## src/rtl/prog_loader.sv

```systemverilog
// Byte-stream program loader: frames of big-endian words are written into MIPS instruction
// memory from address 0, then the core is switched to run mode. Optional macro: LOADER_CHECKSUM_EN.
module prog_loader #(
  parameter logic [7:0] SYNC_BYTE = 8'hA5,
  parameter int         ADDR_W    = 8,
  parameter int         RST_HOLD  = 2
) (
  input  logic              clk,
  input  logic              reset,
  input  logic [7:0]        rx_data,
  input  logic              rx_valid,
  output logic              rx_ready,
  output logic              ProgMode,
  output logic [ADDR_W-1:0] Addr_Prog,
  output logic [31:0]       Data_Prog,
  output logic              prog_we,
  output logic              cpu_reset,
  output logic              busy,
  output logic              error
);

  localparam int HOLD_W = (RST_HOLD > 1) ? $clog2(RST_HOLD) : 1;
  localparam logic [HOLD_W-1:0] HOLD_LAST = HOLD_W'(RST_HOLD - 1);

  typedef enum logic [2:0] {
    S_IDLE    = 3'd0,
    S_COUNT   = 3'd1,
    S_DATA    = 3'd2,
    S_WRITE   = 3'd3,
    S_RELEASE = 3'd4,
`ifdef LOADER_CHECKSUM_EN
    S_CKSUM   = 3'd6,
    S_ERROR   = 3'd7,
`endif
    S_RUN     = 3'd5
  } state_t;

  state_t              state_r;
  state_t              next_state_s;
  logic                accept_s;
  logic                is_sync_s;
  logic [1:0]          byte_idx_r;
  logic [8:0]          word_cnt_r;
  logic [ADDR_W-1:0]   next_addr_r;
  logic [23:0]         asm_r;
  logic [HOLD_W-1:0]   hold_r;
  logic                rx_ready_r;
  logic                prog_mode_r;
  logic [ADDR_W-1:0]   addr_r;
  logic [31:0]         data_r;
  logic                we_r;
  logic                cpu_rst_r;
  logic                busy_r;
`ifdef LOADER_CHECKSUM_EN
  logic [7:0]          cksum_r;
  logic                err_r;
`endif

  assign accept_s  = rx_valid & rx_ready_r;
  assign is_sync_s = (rx_data == SYNC_BYTE);

  assign rx_ready  = rx_ready_r;
  assign ProgMode  = prog_mode_r;
  assign Addr_Prog = addr_r;
  assign Data_Prog = data_r;
  assign prog_we   = we_r;
  assign cpu_reset = cpu_rst_r;
  assign busy      = busy_r;
`ifdef LOADER_CHECKSUM_EN
  assign error     = err_r;
`else
  assign error     = 1'b0;
`endif

  // Next-state decode; every byte consumption is gated by accept_s.
  always_comb begin
    next_state_s = state_r;
    case (state_r)
      S_IDLE: begin
        if (accept_s && is_sync_s) next_state_s = S_COUNT;
        else                       next_state_s = state_r;
      end
      S_COUNT: begin
        if (accept_s) next_state_s = S_DATA;
        else          next_state_s = state_r;
      end
      S_DATA: begin
        if (accept_s && (byte_idx_r == 2'd3)) next_state_s = S_WRITE;
        else                                  next_state_s = state_r;
      end
      S_WRITE: begin
        if (word_cnt_r == 9'd1) begin
`ifdef LOADER_CHECKSUM_EN
          next_state_s = S_CKSUM;
`else
          next_state_s = S_RELEASE;
`endif
        end else begin
          next_state_s = S_DATA;
        end
      end
      S_RELEASE: begin
        if (hold_r == HOLD_LAST) next_state_s = S_RUN;
        else                     next_state_s = state_r;
      end
      S_RUN: begin
        if (accept_s && is_sync_s) next_state_s = S_COUNT;
        else                       next_state_s = state_r;
      end
`ifdef LOADER_CHECKSUM_EN
      S_CKSUM: begin
        if (accept_s) begin
          if (rx_data == cksum_r) next_state_s = S_RELEASE;
          else                    next_state_s = S_ERROR;
        end else begin
          next_state_s = state_r;
        end
      end
      S_ERROR: begin
        if (accept_s && is_sync_s) next_state_s = S_COUNT;
        else                       next_state_s = state_r;
      end
`endif
      default: next_state_s = S_IDLE;
    endcase
  end

  // State register plus outputs registered from the next state so they line up with it.
  always_ff @(posedge clk) begin
    if (reset) begin
      state_r     <= S_IDLE;
      rx_ready_r  <= 1'b1;
      prog_mode_r <= 1'b0;
      addr_r      <= '0;
      data_r      <= 32'h0000_0000;
      we_r        <= 1'b0;
      cpu_rst_r   <= 1'b1;
      busy_r      <= 1'b0;
      byte_idx_r  <= 2'd0;
      word_cnt_r  <= 9'd0;
      next_addr_r <= '0;
      asm_r       <= 24'h00_0000;
      hold_r      <= '0;
`ifdef LOADER_CHECKSUM_EN
      cksum_r     <= 8'h00;
      err_r       <= 1'b0;
`endif
    end else begin
      state_r     <= next_state_s;
      rx_ready_r  <= (next_state_s != S_WRITE) && (next_state_s != S_RELEASE);
      prog_mode_r <= (next_state_s == S_RELEASE) || (next_state_s == S_RUN);
      we_r        <= (next_state_s == S_WRITE);
`ifdef LOADER_CHECKSUM_EN
      busy_r      <= (next_state_s == S_COUNT) || (next_state_s == S_DATA) ||
                     (next_state_s == S_WRITE) || (next_state_s == S_CKSUM) ||
                     (next_state_s == S_RELEASE);
      cpu_rst_r   <= (next_state_s == S_IDLE) || (next_state_s == S_RELEASE) ||
                     (next_state_s == S_ERROR);
      err_r       <= (next_state_s == S_ERROR);
`else
      busy_r      <= (next_state_s == S_COUNT) || (next_state_s == S_DATA) ||
                     (next_state_s == S_WRITE) || (next_state_s == S_RELEASE);
      cpu_rst_r   <= (next_state_s == S_IDLE) || (next_state_s == S_RELEASE);
`endif
      if (state_r == S_RELEASE) hold_r <= hold_r + 1'b1;
      else                      hold_r <= '0;

      case (state_r)
        S_COUNT: begin
          if (accept_s) begin
            word_cnt_r  <= (rx_data == 8'h00) ? 9'd256 : {1'b0, rx_data};
            byte_idx_r  <= 2'd0;
            next_addr_r <= '0;
`ifdef LOADER_CHECKSUM_EN
            cksum_r     <= 8'h00;
`endif
          end
        end
        S_DATA: begin
          // Data_Prog only changes together with the strobe, never mid-assembly.
          if (accept_s) begin
            asm_r      <= {asm_r[15:0], rx_data};
            byte_idx_r <= byte_idx_r + 2'd1;
`ifdef LOADER_CHECKSUM_EN
            cksum_r    <= cksum_r ^ rx_data;
`endif
            if (byte_idx_r == 2'd3) begin
              data_r <= {asm_r, rx_data};
              addr_r <= next_addr_r;
            end
          end
        end
        S_WRITE: begin
          next_addr_r <= next_addr_r + 1'b1;
          word_cnt_r  <= word_cnt_r - 9'd1;
        end
        default: begin
        end
      endcase
    end
  end

endmodule
```

## config.mk

```make
export PLATFORM = sky130hd
export DESIGN_NAME = prog_loader
export DESIGN_NICKNAME = d
export VERILOG_FILES = /design/src/rtl/prog_loader.sv
export SDC_FILE = /design/constraint.sdc
export NUM_CORES = 1
export LEC_CHECK = 0
export BUFFER_PORTS_ARGS = -buffer_cell sky130_fd_sc_hd__buf_2
export CORE_ASPECT_RATIO = 0.6
export CORE_MARGIN = 3
export CORE_UTILIZATION = 35
export CTS_BUF_LIST = sky130_fd_sc_hd__clkbuf_2
export DETAILED_ROUTE_END_ITERATION = 8
export SLEW_MARGIN = 25
export SYNTH_ARGS = -nofsm -noshare
export SYNTH_HDL_FRONTEND = slang
export SYNTH_SLANG_ARGS = --single-unit
```

## constraint.sdc

```tcl
create_clock -name clk -period 2.6 [get_ports clk]
set_clock_uncertainty 0.2 [all_clocks]
set_input_delay 0.13 -clock clk [delete_from_list [all_inputs] [get_ports clk]]
set_output_delay 0.13 -clock clk [all_outputs]
set_load 0.05 [all_outputs]
```

==> run summary <==
Reg clk slew, reported paths: 0.23 ns
clk_lat worst skew: 0.54 ns
hold path start: rx_data[3]
Fin Setup TNS: 0 ns
Synth Instances: 449
Synthesized Nets: 464
Worst setup EP type: flip-flop
pre-CTS setup slack: 0.406 ns
class of the worst hold path: primary input to flip-flop
Starting Density: 37.5%
WP data required: 2.91 ns
post-synthesis sequential area ratio: 51.3%
Tmin final: 2.42 ns
Mapped Area: 3590 µm²
library cells used by synthesis: 44
# IOs: 57
ys flop type: dfxtp_1
initial DRC count: 249
DP Area: 3970 µm²
first-pass GRT wire length: 14400 µm
most common cell in the netlist: nand2_1
top-area cell type share of the netlist area: 51.3%
vias per cell: 5.02
maximum clock frequency: 413 MHz
Synth area leader: dfxtp_1
CTS buffer count: 9
post-DR wirelength/cell: 13.8 µm
Worst Tran Pin Value: 0.751 ns
initial antenna violation count: 0
Global Route Usage Sum: 15.6%
DRT Pass-1 Iters: 5
RSZ-0062 raised after global routing: no
largest net degree at the start of global routing: 40
Max Cap Viol: 0
critical path launch point: state_r[2]
RePlAce Congestion: 0.862
pwr dens: 533 nW/µm²
worst hold slack: 0.185 ns
sequential standard cell area: 1840 µm²
die footprint: 11500 µm²
EDFF count, synth: 0
Layout fillers: 973
Max Root-Sink Buffers: 2
peak supply drop: 0.000234 V
status: finished clean
count of final setup violators: 0
count of state elements after synthesis: 92
standard-cell rows: 27
Static Leak: 1.55 nW
R2R Path Start: state_r[2]
clock tree sinks: 92
share of cells above drive strength 1: 17.5%
nets: 520
grt ovf: 0
H-tree Lvls: 3
antenna fix cells: 0
Synth top cells by count: nand2_1, dfxtp_1, a21oi_1, nor2_1, clkbuf_1
Post-Place Cells: 613
Final Total Pwr: 2.24 mW
die width: 137 µm
Post-route DRC: 0
final hold vios: 0
final cycle utilization of the critical path: 93.2%
Layout Utilization: 44.0%
core area: 9560 µm²
area grow syn2layout: 17.2%
Area contributors post-synth: dfxtp_1, nand2_1, a21oi_1
CTS tree: yes
hpwl dp: 6020 µm
max-slew violations: 0
final std cells w/o fill: 638
ANT nets after route: 0
die height: 84.4 µm
Port-buffer cells: 55
critical path type: flip-flop to flip-flop
Worst slew margin: 49.4%
number of global-route vias before repair: 2931
fin worst setup slack: 0.178 ns
Critical Path Start Type: flip-flop
synthesis warning total: 0
final WL: 8810 µm
Multi-input gate area: 1610 µm²
CTS root buf: clkbuf_2
via count: 3200
Final Cell Area: 4210 µm²
Synth Area per Inst: 7.99 µm²
worst-path maximum fanout: 22
Synth async-reset ratio: 0%
critical path arrival: 2.73 ns
## worst max-delay path, stage by stage (launching register included)
cell,delay (ns)
dfxtp_1,0.42
nand3b_1,0.32
nor3b_4,0.38
buf_4,0.32
nand2_1,0.08
a21oi_1,0.12
dlygate4sd3_1,0.56
## layout by cell type (no fill, tap or decap), drive strengths merged, types with 4 or more instances in the layout
| cell type | Yosys | layout |
|---|---|---|
| a21oi | 83 | 83 |
| buf | 7 | 64 |
| clkbuf | 23 | 11 |
| dfxtp | 92 | 92 |
| dlygate4sd3 | 0 | 11 |
| ha | 4 | 4 |
| nand2 | 140 | 140 |
| nand3 | 8 | 8 |
| nor2 | 28 | 28 |
| nor3 | 6 | 6 |
| nor4 | 5 | 5 |
| o21ai | 8 | 8 |
## final cells by class
cell class | count | area share, %
inverter | 3 | 0.268
multi-input combinational | 324 | 38.2
sequential | 92 | 43.8
clock inverter | 3 | 1.52
tap | 130 | 3.87
timing repair buffer | 75 | 11.1
clock buffer | 11 | 1.31
## layer usage
layer | track usage [%] | up-vias | wire length (µm)
li1 | - | 1626 | -
met1 | 23.7 | 1467 | 4690
met2 | 21.1 | 103 | 3490
met3 | 5.03 | 4 | 575
met4 | 3.93 | 0 | 46
met5 | 0 | - | 0
## logic make-up (layout without fill, tap and decap cells)
family                   Yosys count  in the layout  synth area share (%)
AND/OR/NAND/NOR                  206            206                  25.2
buffers and inverters             33             92                  4.01
adder cells (fa/ha/maj)            4              4                  1.39
flip-flops                        92             92                  51.3
other                              1              1                 0.105
AO/OA/AOI/OAI                    111            111                  17.4
multiplexers                       2              2                 0.628
## where the power goes
group	switching, mW	leakage, nW	total (mW)	internal (mW)
logic	0.0446	0.738	0.0658	0.0212
clock network	0.447	0.0755	0.761	0.313
registers	0.000253	0.741	1.41	1.41
## final timing paths
| check | end | slack (ns) | cells after the start |
|---|---|---|---|
| worst max-delay path | asm_r[0] | 0.18 | 6 |
| worst min-delay path | Data_Prog[3] | 0.19 | 4 |
| worst max register to register | asm_r[0] | 0.18 | 6 |
| worst min register to register | hold_r | 0.25 | 1 |
## registers in the layout (all words and copies together), names as in the netlist, 2 cells and up
signal	cells
Data_Prog	32
asm_r	24
word_cnt_r	9
Addr_Prog	8
next_addr_r	8
state_r	3
byte_idx_r	2
## repair_timing
action                                  CTS  global route
hold buffers                             11             0
endpoints found under the hold margin    41             0
resized for setup                         0             1
endpoints found under the setup margin    0             1
buffers inserted                          0             0
Power figures use the tool's default switching activity.
